**src/rtl/hdlc_pkg.sv**
```systemverilog
// Shared HDLC definitions: FSM state encoding, line patterns and the CRC-16 step
// used by both the transmit framer and a future receiver.
package hdlc_pkg;
  typedef enum logic [2:0] {
    ST_IDLE,
    ST_START_FLAG,
    ST_DATA,
    ST_FCS,
    ST_END_FLAG,
    ST_ABORT
  } hdlc_state_e;

  localparam logic [7:0]  FLAG       = 8'h7E;
  // Sent LSB first: one 0 followed by seven 1s.
  localparam logic [7:0]  ABORT_PAT  = 8'hFE;
  localparam logic [15:0] CRC16_POLY = 16'h8005;
  localparam logic [2:0]  ONES_LIMIT = 3'd5;

  // One bit of a non-reflected shift-left CRC in line order; sending the register
  // MSB first after the payload leaves a zero residue.
  function automatic logic [15:0] crc16_step(input logic [15:0] crc, input logic din);
    return {crc[14:0], 1'b0} ^ ((crc[15] ^ din) ? CRC16_POLY : 16'h0000);
  endfunction
endpackage

```
**src/rtl/hdlc_tx_framer_if.sv**
```systemverilog
// Payload-side handshake and serial-line signals of the HDLC transmit framer.
interface hdlc_tx_framer_if;
  logic       TxEN;
  logic [7:0] Tx_DataIn;
  logic       Tx_DataValid;
  logic       Tx_LastByte;
  logic       Tx_FCSen;
  logic       Tx_AbortFrame;
  logic       Tx_DataReady;
  logic       Tx;
  logic       Tx_ValidFrame;
  logic       Tx_Done;
  logic       Tx_AbortedTrans;

  modport master (
    output TxEN, Tx_DataIn, Tx_DataValid, Tx_LastByte, Tx_FCSen, Tx_AbortFrame,
    input  Tx_DataReady, Tx, Tx_ValidFrame, Tx_Done, Tx_AbortedTrans
  );

  modport slave (
    input  TxEN, Tx_DataIn, Tx_DataValid, Tx_LastByte, Tx_FCSen, Tx_AbortFrame,
    output Tx_DataReady, Tx, Tx_ValidFrame, Tx_Done, Tx_AbortedTrans
  );
endinterface

```
**src/rtl/hdlc_crc16.sv**
```systemverilog
// Bit-serial CRC-16 (x^16+x^15+x^2+1), init zero; clear has priority over enable.
module hdlc_crc16
  import hdlc_pkg::*;
(
  input  logic        Clk,
  input  logic        Rst,
  input  logic        i_clr,
  input  logic        i_en,
  input  logic        i_bit,
  output logic [15:0] o_crc
);
  logic [15:0] r_crc;

  always_ff @(posedge Clk or posedge Rst) begin
    if (Rst)        r_crc <= 16'h0000;
    else if (i_clr) r_crc <= 16'h0000;
    else if (i_en)  r_crc <= crc16_step(r_crc, i_bit);
  end

  assign o_crc = r_crc;
endmodule

```
**src/rtl/hdlc_tx_framer.sv**
```systemverilog
// HDLC transmit framer: flags, LSB-first payload with zero insertion, optional
// CRC-16 FCS, abort sequence and enforced inter-frame idle time.
module hdlc_tx_framer
  import hdlc_pkg::*;
#(
  parameter int IDLE_BITS = 8
) (
  input  logic            Clk,
  input  logic            Rst,
  hdlc_tx_framer_if.slave bus
);
  localparam int IW = $clog2(IDLE_BITS + 2);
  localparam logic [IW-1:0] IDLE_MAX = IW'(IDLE_BITS);

  hdlc_state_e   r_state, w_next;
  logic [2:0]    r_bit_cnt;
  logic          r_fcs_hi;
  logic          r_b7_sent;
  logic [2:0]    r_ones;
  logic [7:0]    r_shift;
  logic          r_last;
  logic          r_fcsen;
  logic [IW-1:0] r_idle_cnt;
  logic          r_done;

  logic [15:0]   w_crc;
  logic [3:0]    w_fcs_idx;
  logic          w_abort_req;
  logic          w_stuff;
  logic          w_data_bit;
  logic          w_ones_hit;
  logic          w_unit_last;
  logic          w_byte_end;
  logic [2:0]    w_ones_nxt;

  assign w_abort_req = (r_state inside {ST_START_FLAG, ST_DATA, ST_FCS, ST_END_FLAG}) &&
                       (bus.Tx_AbortFrame || !bus.TxEN);
  assign w_stuff     = (r_state inside {ST_DATA, ST_FCS}) && (r_ones == ONES_LIMIT);
  // FCS register goes out MSB first, which is the low byte of the reflected value LSB first.
  assign w_fcs_idx   = ~{r_fcs_hi, r_bit_cnt};
  assign w_data_bit  = (r_state == ST_DATA) ? r_shift[r_bit_cnt] : w_crc[w_fcs_idx];
  assign w_ones_hit  = !w_stuff && w_data_bit && (r_ones == ONES_LIMIT - 3'd1);
  assign w_unit_last = (r_bit_cnt == 3'd7) && ((r_state == ST_DATA) || r_fcs_hi);
  // A byte whose final bit completes a run of five still owns the stuffed zero after it.
  assign w_byte_end  = w_stuff ? r_b7_sent : (w_unit_last && !w_ones_hit);
  assign w_ones_nxt  = (w_stuff || !w_data_bit) ? 3'd0 : r_ones + 3'd1;

  hdlc_crc16 u_crc (
    .Clk   (Clk),
    .Rst   (Rst),
    .i_clr ((r_state == ST_IDLE) || (r_state == ST_START_FLAG)),
    .i_en  ((r_state == ST_DATA) && !w_stuff),
    .i_bit (w_data_bit),
    .o_crc (w_crc)
  );

  always_ff @(posedge Clk or posedge Rst) begin
    if (Rst) r_state <= ST_IDLE;
    else     r_state <= w_next;
  end

  always_comb begin
    w_next = r_state;
    case (r_state)
      ST_IDLE:
        if (bus.TxEN && bus.Tx_DataValid && (r_idle_cnt >= IDLE_MAX)) w_next = ST_START_FLAG;
      ST_START_FLAG:
        if (w_abort_req)             w_next = ST_ABORT;
        else if (r_bit_cnt == 3'd7)  w_next = bus.Tx_DataValid ? ST_DATA : ST_ABORT;
      ST_DATA:
        if (w_abort_req)             w_next = ST_ABORT;
        else if (w_byte_end) begin
          if (r_last)                w_next = r_fcsen ? ST_FCS : ST_END_FLAG;
          else if (!bus.Tx_DataValid) w_next = ST_ABORT;
        end
      ST_FCS:
        if (w_abort_req)             w_next = ST_ABORT;
        else if (w_byte_end)         w_next = ST_END_FLAG;
      ST_END_FLAG:
        if (w_abort_req)             w_next = ST_ABORT;
        else if (r_bit_cnt == 3'd7)  w_next = ST_IDLE;
      ST_ABORT:
        if (r_bit_cnt == 3'd7)       w_next = ST_IDLE;
      default:                       w_next = ST_IDLE;
    endcase
  end

  always_comb begin
    bus.Tx              = 1'b1;
    bus.Tx_DataReady    = 1'b0;
    bus.Tx_ValidFrame   = (r_state != ST_IDLE);
    bus.Tx_Done         = r_done;
    bus.Tx_AbortedTrans = (r_state == ST_ABORT) && (r_bit_cnt == 3'd0);
    case (r_state)
      ST_START_FLAG, ST_END_FLAG: bus.Tx = FLAG[r_bit_cnt];
      ST_DATA, ST_FCS:            bus.Tx = w_stuff ? 1'b0 : w_data_bit;
      ST_ABORT:                   bus.Tx = ABORT_PAT[r_bit_cnt];
      default:                    bus.Tx = 1'b1;
    endcase
    if (!w_abort_req)
      bus.Tx_DataReady = ((r_state == ST_START_FLAG) && (r_bit_cnt == 3'd7)) ||
                         ((r_state == ST_DATA) && w_byte_end && !r_last);
  end

  always_ff @(posedge Clk or posedge Rst) begin
    if (Rst) begin
      r_bit_cnt  <= '0;
      r_fcs_hi   <= 1'b0;
      r_b7_sent  <= 1'b0;
      r_ones     <= '0;
      r_shift    <= '0;
      r_last     <= 1'b0;
      r_fcsen    <= 1'b0;
      r_idle_cnt <= '0;
      r_done     <= 1'b0;
    end else begin
      r_done <= (r_state == ST_END_FLAG) && (w_next == ST_IDLE);
      if (w_next != r_state) begin
        r_bit_cnt <= '0;
        r_fcs_hi  <= 1'b0;
        r_b7_sent <= 1'b0;
        // The run of ones carries from the last payload bit into the FCS.
        r_ones    <= (w_next == ST_FCS) ? w_ones_nxt : 3'd0;
        if (r_state == ST_IDLE)  r_fcsen    <= bus.Tx_FCSen;
        if (w_next == ST_IDLE)   r_idle_cnt <= '0;
        if (w_next == ST_DATA) begin
          r_shift <= bus.Tx_DataIn;
          r_last  <= bus.Tx_LastByte;
        end
      end else begin
        case (r_state)
          ST_IDLE:
            if (r_idle_cnt < IDLE_MAX) r_idle_cnt <= r_idle_cnt + 1'b1;
          ST_START_FLAG, ST_END_FLAG, ST_ABORT:
            r_bit_cnt <= r_bit_cnt + 3'd1;
          ST_DATA, ST_FCS: begin
            r_ones <= w_ones_nxt;
            if (w_byte_end) begin
              r_bit_cnt <= '0;
              r_b7_sent <= 1'b0;
              r_shift   <= bus.Tx_DataIn;
              r_last    <= bus.Tx_LastByte;
            end else if (!w_stuff) begin
              if (w_unit_last) r_b7_sent <= 1'b1;
              else             {r_fcs_hi, r_bit_cnt} <= {r_fcs_hi, r_bit_cnt} + 4'd1;
            end
          end
          default: ;
        endcase
      end
    end
  end
endmodule

```
**src/flat_wrapper.sv**
```systemverilog
// flat-port wrapper written by rule: the top's interface ports become plain ports
module hdlc_tx_framer_flat import hdlc_pkg::*;
#(
  parameter int IDLE_BITS = 8
)
  (Clk, Rst, bus_TxEN, bus_Tx_DataIn, bus_Tx_DataValid, bus_Tx_LastByte, bus_Tx_FCSen, bus_Tx_AbortFrame, bus_Tx_DataReady, bus_Tx, bus_Tx_ValidFrame, bus_Tx_Done, bus_Tx_AbortedTrans);
  hdlc_tx_framer_if bus_i ();
  input  logic Clk;
  input  logic Rst;
  input wire logic [$bits(bus_i.TxEN)-1:0] bus_TxEN;
  input wire logic [$bits(bus_i.Tx_DataIn)-1:0] bus_Tx_DataIn;
  input wire logic [$bits(bus_i.Tx_DataValid)-1:0] bus_Tx_DataValid;
  input wire logic [$bits(bus_i.Tx_LastByte)-1:0] bus_Tx_LastByte;
  input wire logic [$bits(bus_i.Tx_FCSen)-1:0] bus_Tx_FCSen;
  input wire logic [$bits(bus_i.Tx_AbortFrame)-1:0] bus_Tx_AbortFrame;
  output wire logic [$bits(bus_i.Tx_DataReady)-1:0] bus_Tx_DataReady;
  output wire logic [$bits(bus_i.Tx)-1:0] bus_Tx;
  output wire logic [$bits(bus_i.Tx_ValidFrame)-1:0] bus_Tx_ValidFrame;
  output wire logic [$bits(bus_i.Tx_Done)-1:0] bus_Tx_Done;
  output wire logic [$bits(bus_i.Tx_AbortedTrans)-1:0] bus_Tx_AbortedTrans;
  assign bus_i.TxEN = bus_TxEN;
  assign bus_i.Tx_DataIn = bus_Tx_DataIn;
  assign bus_i.Tx_DataValid = bus_Tx_DataValid;
  assign bus_i.Tx_LastByte = bus_Tx_LastByte;
  assign bus_i.Tx_FCSen = bus_Tx_FCSen;
  assign bus_i.Tx_AbortFrame = bus_Tx_AbortFrame;
  assign bus_Tx_DataReady = bus_i.Tx_DataReady;
  assign bus_Tx = bus_i.Tx;
  assign bus_Tx_ValidFrame = bus_i.Tx_ValidFrame;
  assign bus_Tx_Done = bus_i.Tx_Done;
  assign bus_Tx_AbortedTrans = bus_i.Tx_AbortedTrans;
  hdlc_tx_framer #(.IDLE_BITS(IDLE_BITS)) u_core (.Clk(Clk), .Rst(Rst), .bus(bus_i));
endmodule
```
**config.mk**
```make
export PLATFORM = sky130hd
export DESIGN_NAME = hdlc_tx_framer_flat
export DESIGN_NICKNAME = d
export VERILOG_FILES = /design/src/rtl/hdlc_pkg.sv /design/src/rtl/hdlc_tx_framer_if.sv /design/src/rtl/hdlc_crc16.sv /design/src/rtl/hdlc_tx_framer.sv /design/src/flat_wrapper.sv
export SDC_FILE = /design/constraint.sdc
export NUM_CORES = 1
export LEC_CHECK = 0
export BUFFER_PORTS_ARGS = -buffer_cell sky130_fd_sc_hd__buf_4
export CAP_MARGIN = 25
export CORE_MARGIN = 5
export CORE_UTILIZATION = 40
export CTS_BUF_LIST = sky130_fd_sc_hd__clkbuf_4 sky130_fd_sc_hd__clkbuf_8
export DETAILED_ROUTE_END_ITERATION = 6
export PLACE_DENSITY_LB_ADDON = 0.05
export SYNTH_ARGS = -nofsm -noshare
export SYNTH_HDL_FRONTEND = slang
export SYNTH_SLANG_ARGS = --single-unit
```
**constraint.sdc**
```tcl
create_clock -name Clk -period 6.2 [get_ports Clk]
set_input_delay 1.55 -clock Clk [delete_from_list [all_inputs] [get_ports Clk]]
set_output_delay 1.55 -clock Clk [all_outputs]
set_load 0.01 [all_outputs]
```
Word-level counts from Yosys, hierarchy flattened
Memories as Yosys holds them, arrays and structs flattened.
Cells that the tools add are included.
- bits in registers: 42
- memory bits (read-only): 16
- bits of input ports: 15
- output and inout port bits: 5
- logic and storage cells: 148
- memories: 2
- add/sub/neg operators: 4
- $lt $le $gt $ge: 4
- equality and inequality tests: 19
- multiplexer cells: 59
- bitwise operators: 3
- reductions and logical operators: 46
- memory list (memory ; depth ; bits a word ; rd ports ; clocked after Yosys merged registers in ; wr ports ; line ; text):
    (name not given) ; 8 ; 1 ; 1 ; 0 ; 0 ; hdlc_tx_framer.sv:95 ; ST_START_FLAG, ST_END_FLAG: bus.Tx = FLAG[r_bit_cnt];
    (name not given) ; 8 ; 1 ; 1 ; 0 ; 0 ; hdlc_tx_framer.sv:97 ; ST_ABORT: bus.Tx = ABORT_PAT[r_bit_cnt];
- operator list (kind ; number):
    $mux W3 ; 21
    $mux W16 ; 3
    $mux W8 ; 4
    $mux W1 ; 22
    $pmux W3 S6 ; 1
    $mux W4 ; 4
    $xor A16 B16 Y16 ; 1
    $eq A3 B3 Y1 const B ; 5
    $logic_and A1 B1 Y1 ; 14
    $eq A3 B2 Y1 const B ; 4
    $reduce_and A3 Y1 ; 4
    $reduce_bool A2 Y1 ; 6
    $ne A2 B2 Y1 const B ; 5
    $logic_not A3 Y1 ; 3
    $reduce_bool A3 Y1 ; 3
    $add A4 B1 Y4 const B ; 2
    $ne A4 B4 Y1 const B ; 2
    $add A3 B1 Y3 const B ; 2
    $pmux W3 S2 ; 1
    $logic_not A1 Y1 ; 5
    $logic_or A1 B1 Y1 ; 5
    $lt A4 B5 Y1 const B ; 1
    $bmux W1 S4 ; 1
    $ge A4 B4 Y1 const B ; 1
    14 further kinds ; 15

Logic depth before layout (Yosys ltp)
Gate-level depths: netlist of the first run.
- depth in word-level cells: 15
- mapped depth: 11
- depth with buffers taken out: 9

By module
Synthesis of the first run repeated with hierarchy kept, for this count alone.
- cells, all modules: 275
- area total of the unflattened synthesis: 2695.1 um^2
- modules (own cells, without submodules) (module ; instances ; cells an instance ; area an instance (um^2) ; sequential area each (um^2)):
    hdlc_tx_framer ; 1 ; 215 ; 1994.4 ; 650.6
    hdlc_crc16 ; 1 ; 60 ; 700.7 ; 400.4

Worst setup path after synthesis of the first run
OpenSTA, ideal clock, no wires.
- kind: input to output
- from: input bus_TxEN
- to: output bus_Tx_DataReady
- arrival: 2.249 ns
- required time: 4.650 ns
- path slack: 2.401 ns
- cell stages on the path: 4
- path buffers: 1
- path through: nor2b_1 clkbuf_1 nor2_1 nor2_1
- longest elaborated chain between the ends: 4
- RTL lines (what ; line ; text):
    start, declared ; flat_wrapper.sv:10 ; input wire logic [$bits(bus_i.TxEN)-1:0] bus_TxEN;
    $logic_not A1 Y1 ; hdlc_tx_framer.sv:37 ; (bus.Tx_AbortFrame || !bus.TxEN);
    $logic_or A1 B1 Y1 ; hdlc_tx_framer.sv:37 ;
    $logic_and A1 B1 Y1 ; hdlc_tx_framer.sv:36 ; assign w_abort_req = (r_state inside {ST_START_FLAG, ST_DATA, ST_FCS, ST_END_FLAG}) &&
    $mux W1 ; hdlc_tx_framer.sv:100 ; if (!w_abort_req)
    end, declared ; flat_wrapper.sv:16 ; output wire logic [$bits(bus_i.Tx_DataReady)-1:0] bus_Tx_DataReady;
No other way between the ends.

Worst setup path after layout of the first run
- from: register u_core.r_bit_cnt[0]
- to: output bus_Tx
- longest elaborated chain between the ends: 6
- elaborated cells between the ends (all ways): 12
- those cells by class: 9 x mux; 1 x bitwise; 2 x memory
- RTL lines (what ; line ; text):
    start, declared ; hdlc_tx_framer.sv:16 ; logic [2:0] r_bit_cnt;
    start signal, assigned ; hdlc_tx_framer.sv:135 ; r_bit_cnt <= r_bit_cnt + 3'd1;
    start signal, assigned ; hdlc_tx_framer.sv:145 ; else {r_fcs_hi, r_bit_cnt} <= {r_fcs_hi, r_bit_cnt} + 4'd1;
    $not A4 Y4 ; hdlc_tx_framer.sv:40 ; assign w_fcs_idx = ~{r_fcs_hi, r_bit_cnt};
    $bmux W1 S4 ; hdlc_tx_framer.sv:41 ; assign w_data_bit = (r_state == ST_DATA) ? r_shift[r_bit_cnt] : w_crc[w_fcs_idx];
    $mux W1 (not written as such) ; hdlc_tx_framer.sv:41 ;
    $mux W1 ; hdlc_tx_framer.sv:41 ;
    $mux W1 ; hdlc_tx_framer.sv:96 ; ST_DATA, ST_FCS: bus.Tx = w_stuff ? 1'b0 : w_data_bit;
    $pmux W1 S3 * ; hdlc_tx_framer.sv:94 ; case (r_state)
    end, declared ; flat_wrapper.sv:17 ; output wire logic [$bits(bus_i.Tx)-1:0] bus_Tx;
Mark *: on every way between the ends. The rest lies on a longest branch, timed or not. The select of a mux whose other input is x is not followed.

==> run metrics, run 1 <==
hold_buf cts 0; Rows 31; WL met3 252 um; Clock Tree Buf Depth 2; Antenna diodes 0; Post-synth EDFFs 0; vias in the first global route 2367; H-tree depth 2; unrepaired setup endpoints after global routing false; Setup CP Type flop to output pin; Data arrival, critical path 3060 ps; P_leak 1.29 nW; via count 2670; Final Max Slew Viols 0; sequential element share of the synthesized area 34.9%; startpoint types flop; cell breakdown of the critical path inv_1 > a2111oi_1 > a2111oi_4 > nor3_1 > o21ai_0 > buf_4; Setup crit end kind output pin; maximum fanout along the worst path 17; fin cells 463; uppermost layer routed met4; Max Cap Viol 0; ANT nets after route 0; largest delay contributor family on the critical path compound AO/OA/AOI/OAI gates; placed cells 455; initial antenna violation count 0; Final Hold Vio Count 0; aggregate routed wire length 7630 um; Tcrit/Tclk final 74.3%; Skew-Pair Late Insertion Delay 300 ps; fin crit period 4610 ps; synthesized net count 381; fin nets 387; Synth cell types 63; Setup TNS Final 0 ps; width of the die 96.8 um; Die Y 96.8 um; Worst path depth 6; slowest stage delay, CP 770 ps; syn_area_per_cell 8.44 um^2; TritonRoute pass-1 iters 6; # port buffers 19; Worst Path Buf+Inv 2; Area growth syn-to-layout 11.2%; worst rel slew slack 49.0%; top-area cell type share of the netlist area 34.9%; Yosys warning count 0; WL per Instance 16.5 um; fillers 744; multi-input combinational cell area 1790 um^2; WHS Path Cells 1; asr flop ratio synth 100%; Via density 5.77; #FFs+latches synth 42; FMAX 217 MHz; Iter 0 DRT Violations 219; VDD IR max 0.100 mV; worst reg-to-reg path cell count 8; first-pass GRT wire length 12600 um; Routability Congestion 0.860; IO Count 20; Synth area leader dfrtp_1; largest net degree at the start of global routing 43; area of the core 7290 um^2; grt total ovfl 0; Synth Instances 357; outcome finished clean; Num CTS Buffers 5; CTS tree done; Die ar. 9360 um^2; CTS sink cnt 42; final setup violation count 0; Top FF cell, synth dfrtp_1; routed wl met2 3530 um; clock slew at reported path FFs 80 ps; Post-CTS Setup Inserts 0; share of layout cells above drive strength 1 11.8%; remaining routing DRC violations 0; Worst-Margin Slew 760 ps; HPWL after DPL 5140 um; Crit-path slowest cell dfrtp_1; Root Driver clkbuf_8; initial core utilization 41.3%; Synth Cell Area 3010 um^2; Pwr Density 299 nW/um^2; Gates resized, CTS repair 0; Total Routing Usage GR 16.2%; synth cell count leaders nand2_1 (49), dfrtp_1 (42), o21ai_0 (24); Clock Skews 4.22 ps; worst endpoint required time 4650 ps; most area-consuming cells after synthesis dfrtp_1 (35%), nand2_1 (6.1%), o21ai_0 (4.0%); Seq. cell area 1050 um^2; wire length on met1 3790 um; Hold WC Path Type flop to flop; most frequent cell after synthesis nand2_1
-- power by group --
group          switching, mW  internal (mW)
Sequential            0.0779          0.302
Combinational          0.203          0.145
Clock                  0.101          0.172
Total                  0.383          0.619
-- state kept, by name, indices dropped and copies added, names as in the netlist --
name and count:
u_core.r_state 3, u_core.r_last 1, u_core.r_fcsen 1, u_core.r_fcs_hi 1, u_core.r_shift 8, u_core.r_b7_sent 1
u_core.r_bit_cnt 3, u_core.r_ones 3, u_core.u_crc.o_crc 16, u_core.bus.Tx_Done 1, u_core.r_idle_cnt 4
-- worst register-to-register path, cell delays in order, from the launching register on --
cell and delay, ps:
dfrtp_1 830, or3b_1 470, a31o_1 230, a211oi_4 280, o31ai_2 120, buf_4 220
a221o_2 530, or2_1 410, nor4_1 260
-- path summary, 6_finish.rpt --
kind | endpoint | startpoint | slack (ps)
setup / recovery | bus_Tx | u_core.r_bit_cnt[0] | 1590
min in group asynchronous | u_core.r_fcs_hi | Rst | 1380
setup reg to reg | u_core.r_b7_sent | u_core.r_state[1] | 2750
hold / removal | u_core.r_idle_cnt[0] | u_core.r_idle_cnt[0] | 540
hold reg to reg | u_core.r_idle_cnt[0] | u_core.r_idle_cnt[0] | 540
max in group asynchronous | u_core.r_bit_cnt[2] | Rst | 4440
-- layout make-up --
type                            instances  area share, %
Clock inverter                          2           1.79
Timing Repair Buffer                   25           5.72
Sequential cell                        42           31.4
Clock buffer                            6           2.47
Tap cell                               99           3.70
Inverter                               12           1.35
Multi-Input combinational cell        277           53.6
-- metal layers --
| layer | vias to the layer above | global-route usage, % |
|---|---|---|
| li1 | 1316 | - |
| met1 | 1299 | 23.8 |
| met2 | 49 | 24.4 |
| met3 | 6 | 3.45 |
| met4 | 0 | 3.35 |
| met5 | - | 0 |
-- metrics by stage --
stage               utilization [%]  instance area, um^2  hold slack [ps]  total power, mW  setup slack (ps)
global placement               43.8                 3190              515            0.721              2000
detailed placement             44.0                 3210              525            0.734              1860
global route                   45.9                 3350              567             1.07              1290
finish                         45.9                 3350              542             1.00              1590
CTS                            45.9                 3350              544             1.01              1520
floorplan                         -                 3010              486            0.639              2400
-- placed cells by master (no fill, tap or decap), types with 9 or more instances in the layout --
| master | synthesis | routed |
|---|---|---|
| nor3_1 | 10 | 10 |
| a21oi_1 | 21 | 21 |
| a21boi_0 | 11 | 11 |
| o21ai_0 | 24 | 24 |
| dfrtp_1 | 42 | 42 |
| nand2_1 | 49 | 49 |
| buf_4 | 4 | 24 |
| ha_1 | 9 | 9 |
| mux2i_1 | 10 | 10 |
| nand3_1 | 22 | 22 |
| or4_1 | 9 | 9 |
| inv_1 | 12 | 11 |
| and2_1 | 13 | 13 |
| a221oi_1 | 9 | 9 |
| nor2_1 | 18 | 18 |
-- kinds of logic after synthesis --
group                      share of synthesized area [%]
and+or+nand+nor                                     23.6
AOI/OAI and AO/OA                                   24.8
DFF                                                 34.9
buffers and inverters                               5.53
muxes                                               5.94
adders and majority gates                           3.74
xor gates and xnor gates                            1.45
No activity file was read; power rests on OpenSTA's default activity.
==> run 2, diff against run 1 <==
- clock period: 6.2 -> 4.1 ns (I/O delays scaled with it)
==> run 2 against run 1 <==
  * Critical path depth rose by 3
  * Sequential power increased by 43%
  * Utilization down 0.069 points
  * Critical endpoint is now bus_Tx_DataReady
  * Flip-flop and latch count stayed put
  * Non-clock buffer count increased by 6
  * First-iteration DRC count shrank 19%
  * Clock-buffer cell count is the same
  * Setup slack got worse by 1300 ps
  * Critical path type unchanged
  * Total power up 42%
==> run metrics, run 2 (same netlist as run 1, synthesis figures left out) <==
outcome finished clean; aggregate routed wire length 7560 um; Total Routing Usage GR 16.4%; clock power share 20.9%; Hold WS 535 ps; Reg2Reg Setup Slack 830 ps; fin nets 393; CTS sink cnt 42; Clock Skews 7.66 ps; Tcrit/Tclk final 93.9%; Reg2Reg Capture Point u_core.r_b7_sent; Int Power 0.836 mW; Combinational Power Share 41.0%; largest net degree at the start of global routing 43; fillers 762; # port buffers 19; Crit-path slowest cell mux2i_1; via count 2716; Die Y 96.8 um; Die ar. 9360 um^2; IO Count 20; Clock Tree Buf Depth 2; fin crit period 3850 ps; ANT nets after route 0; final setup violation count 0; initial core utilization 41.3%; Routability Congestion 0.842; worst reg-to-reg path cell count 9; Critical Path Sink bus_Tx_DataReady; Root Driver clkbuf_8; unrepaired setup endpoints after global routing false; Hold Crit Start u_core.r_idle_cnt[0]; WL per Instance 16.1 um; TritonRoute pass-1 iters 5; share of layout cells above drive strength 1 13.5%; Hold WC Path Type flop to flop; area post-placement 3250 um^2; Reg power frac 38.2%; Data arrival, critical path 2830 ps; max reg flops 16; power after layout 1.42 mW; VDD IR max 0.140 mV; H-tree depth 2; Iter 0 DRT Violations 177; CTS tree done; multi-input combinational cell area 1790 um^2; Via density 5.79; Final Hold Vio Count 0; worst rel slew slack 50.2%; P_leak 1.29 nW; Worst-Margin Slew 745 ps; cell breakdown of the critical path buf_4 > ha_1 > ha_1 > o21a_1 > mux2i_1 > nor3_1 > a32oi_1 > nor2_1 > buf_4; HPWL after DPL 5230 um; maximum fanout along the worst path 10; reg2reg start u_core.r_bit_cnt[0]; FMAX 260 MHz; post-route cell area 3340 um^2; Final Max Slew Viols 0; Setup crit end kind output pin; area of the core 7290 um^2; Pwr Density 425 nW/um^2; Antenna diodes 0; post-layout util 45.8%; Max Cap Viol 0; crit path from u_core.r_bit_cnt[0]; most common cell after layout, fill and taps aside nand2_1; startpoint types flop; clock slew at reported path FFs 90 ps; remaining routing DRC violations 0; Setup TNS Final 0 ps; slowest stage delay, CP 540 ps; Seq. cell area 1050 um^2; initial antenna violation count 0; Switching Share 41.1%; first-pass GRT wire length 13000 um; Num CTS Buffers 5; Setup CP Type flop to output pin; most frequent cells in the layout nand2_1 (49), dfrtp_1 (41), buf_4 (31), o21ai_0 (24), nand3_1 (22); vias in the first global route 2535; width of the die 96.8 um; worst endpoint required time 3070 ps; Rows 31; Skew-Pair Late Insertion Delay 300 ps; grt total ovfl 0; NetSw 0.584 mW; Area growth syn-to-layout 11.0%
[run 2: cell types whose count changed in the layout (fill, tap and decap cells not counted), sizes merged]
| cell | before | now |
|---|---|---|
| buf | 25 | 31 |
| clkinv | 1 | 2 |
| clkinvlp | 0 | 1 |
| bufinv | 2 | 0 |
[run 2: worst min-delay path by stage]
stage,endpoint,depth (start not counted)
after floorplan,u_core.r_idle_cnt[3],1
after global placement,u_core.r_idle_cnt[3],1
after detailed placement,u_core.r_idle_cnt[3],1
after CTS,u_core.r_idle_cnt[3],1
after global routing,u_core.r_idle_cnt[3],1
final,u_core.r_idle_cnt[0],1
[run 2: critical path: cells and delay by family (launching register included)]
family	cells	cell delay, ps
adder cells (fa/ha/maj)	2	460
flip-flops	1	500
AO/OA/AOI/OAI	2	410
buffers and inverters	2	350
multiplexers	1	540
AND/OR/NAND/NOR	2	270
[run 2: what timing repair did]
action / 4_1_cts / 5_1_grt
endpoints found under the setup margin: 0 / 1
setup buffers: 0 / 0
resized for setup: 0 / 1
hold buffers: 0 / 0
[run 2: metrics by stage]
step	worst slack, ps	instances
after detailed placement	503	461
after floorplan	977	357
final	249	469
after global routing	106	469
after CTS	141	469
after global placement	497	461
[run 2: routing by layer]
layer | routed length, um | vias to the layer above | track usage, % | share of wire (%)
li1 | - | 1321 | - | -
met1 | 3750 | 1315 | 23.8 | 50
met2 | 3440 | 75 | 25.5 | 45
met3 | 334 | 5 | 3.09 | 4.4
met4 | 33 | 0 | 3.24 | 0.44
met5 | 0 | - | 0 | 0
[run 2: power by group through the flow]
| stage | sequential (mW) | combinational (mW) | clock, mW |
|---|---|---|---|
| CTS | 0.541 | 0.584 | 0.303 |
| detailed placement | 0.549 | 0.582 | 0 |
| global placement | 0.549 | 0.578 | 0 |
| finish | 0.542 | 0.582 | 0.297 |
| global route | 0.556 | 0.662 | 0.320 |
| floorplan | 0.499 | 0.468 | 0 |
[run 2: area by class of cell]
class                           instances  area share [%]
Clock buffer                            6            2.47
Clock inverter                          2           0.374
Inverter                               12            1.35
Multi-Input combinational cell        277            53.7
Sequential cell                        42            31.5
Tap cell                               99            3.71
Timing Repair Buffer                   31            6.96
==> run 3, diff against run 2 <==
- PLACE_DENSITY_LB_ADDON: 0.05 -> unset
==> run 3 against run 2 <==
  * Total power fell by 1.3%
  * Clock skew rose by 0.50 ps
  * Sequential share of layout area fell by 0.070 points
  * Final area rose by 0.22%
  * First-iteration DRC count rose by 4.5%
  * Critical path depth did not move
  * Combinational power barely moved
  * Flip-flop and latch count did not move
  * Via count fell by 2.0%
  * Non-clock buffer count rose by 1
  * Clock-buffer cell count rose by 1
  * Fmax fell by 1.2%
  * Critical endpoint unchanged
  * Largest cell class unchanged
  * Largest power group unchanged
==> run metrics, run 3 (same netlist as run 1, synthesis figures left out) <==
# port buffers 19; Antenna diodes 0; Setup crit end kind output pin; hold_buf cts 0; remaining routing DRC violations 0; Die Y 96.8 um; fin nets 394; Worst-Margin Slew 702 ps; Die ar. 9360 um^2; largest net degree at the start of global routing 43; FMAX 256 MHz; fin crit period 3900 ps; TritonRoute pass-1 iters 4; Seq. cell area 1050 um^2; H-tree depth 2; VDD IR max 0.193 mV; Tcrit/Tclk final 95.1%; area of the core 7290 um^2; post-layout util 46.0%; P_leak 1.30 nW; Reg2Reg Setup Slack 1050 ps; vias in the first global route 2523; Final Hold Vio Count 0; worst rel slew slack 53.1%; Via density 5.66; first-pass GRT wire length 12500 um; Max Cap Viol 0; Routability Congestion 0.856; Final Max Slew Viols 0; multi-input combinational cell area 1790 um^2; startpoint types flop; outcome finished clean; Area growth syn-to-layout 11.3%; WL per Instance 15.5 um; unrepaired setup endpoints after global routing false; Iter 0 DRT Violations 185; Skew-Pair Late Insertion Delay 290 ps; aggregate routed wire length 7260 um; Gates resized, CTS repair 0; Num CTS Buffers 5; width of the die 96.8 um; Pwr Density 418 nW/um^2; WHS Path Cells 2; share of layout cells above drive strength 1 13.7%; worst reg-to-reg path cell count 7; grt total ovfl 0; Root Driver clkbuf_8; power after layout 1.40 mW; Clock Skews 8.16 ps; Clock Tree Buf Depth 2; Setup TNS Final 0 ps; maximum fanout along the worst path 10; Hold WC Path Type flop to flop; ANT nets after route 0; Data arrival, critical path 2870 ps; initial antenna violation count 0; Hold WS 536 ps; Rows 31; CTS sink cnt 42; CTS tree done; final setup violation count 0; most frequent cells in the layout nand2_1 (49), dfrtp_1 (41), buf_4 (32), o21ai_0 (24), nand3_1 (22); worst endpoint required time 3070 ps; IO Count 20; fillers 756; Post-CTS Setup Inserts 0; via count 2662; most common cell after layout, fill and taps aside nand2_1; initial core utilization 41.3%; HPWL after DPL 4970 um; max reg flops 16; Setup CP Type flop to output pin; Total Routing Usage GR 15.8%; clock slew at reported path FFs 80 ps
==> run 3: metal layers <==
layer  up-vias  track usage, %  wire length [um]  share of wire [%]
met1      1245            23.3              3630                 50
met4         0            4.97               104                1.4
met5         -               0                 0                  0
met2        79            22.8              3100                 43
met3        11            3.45               434                6.0
li1       1327               -                 -                  -
==> run 3: area by class of cell <==
class	count	area share, %
multi-input combinational	277	53.5
sequential	42	31.4
timing repair buffer	32	7.17
tap	99	3.70
clock buffer	7	2.69
inverter	12	1.34
clock inverter	1	0.149
==> run 3: worst max-delay path, stage by stage, from the launching register on <==
cell and delay [ps]:
dfrtp_2 500, buf_4 220, mux2_1 350, o22ai_1 250, a211oi_4 80, o31a_1 390
nor3_1 360, a32oi_1 90, nor2_1 180, buf_4 150
==> run 3: report_power, final <==
| part | total, mW | switching (mW) | leakage [nW] | internal (mW) |
|---|---|---|---|---|
| logic | 0.581 | 0.340 | 0.722 | 0.241 |
| registers | 0.536 | 0.0771 | 0.523 | 0.459 |
| clock network | 0.284 | 0.141 | 0.0517 | 0.143 |
==> run 3: worst paths after layout <==
| kind | endpoint | start |
|---|---|---|
| min in group asynchronous | u_core.u_crc.o_crc[0] | Rst |
| setup / recovery | bus_Tx_DataReady | u_core.r_bit_cnt[0] |
| hold reg to reg | u_core.u_crc.o_crc[7] | u_core.u_crc.o_crc[6] |
| setup reg to reg | u_core.r_b7_sent | u_core.r_state[1] |
| max in group asynchronous | u_core.r_bit_cnt[0] | Rst |
| hold / removal | u_core.u_crc.o_crc[7] | u_core.u_crc.o_crc[6] |
==> run 3: stage by stage <==
stage | std cells | setup slack, ps | cell area (um^2)
4_1_cts | 470 | 91.7 | 3350
3_5_place_dp | 462 | 432 | 3250
3_3_place_gp | 462 | 391 | 3250
6_report | 470 | 201 | 3350
2_1_floorplan | 357 | 977 | 3010
5_1_grt | 470 | 43.7 | 3350
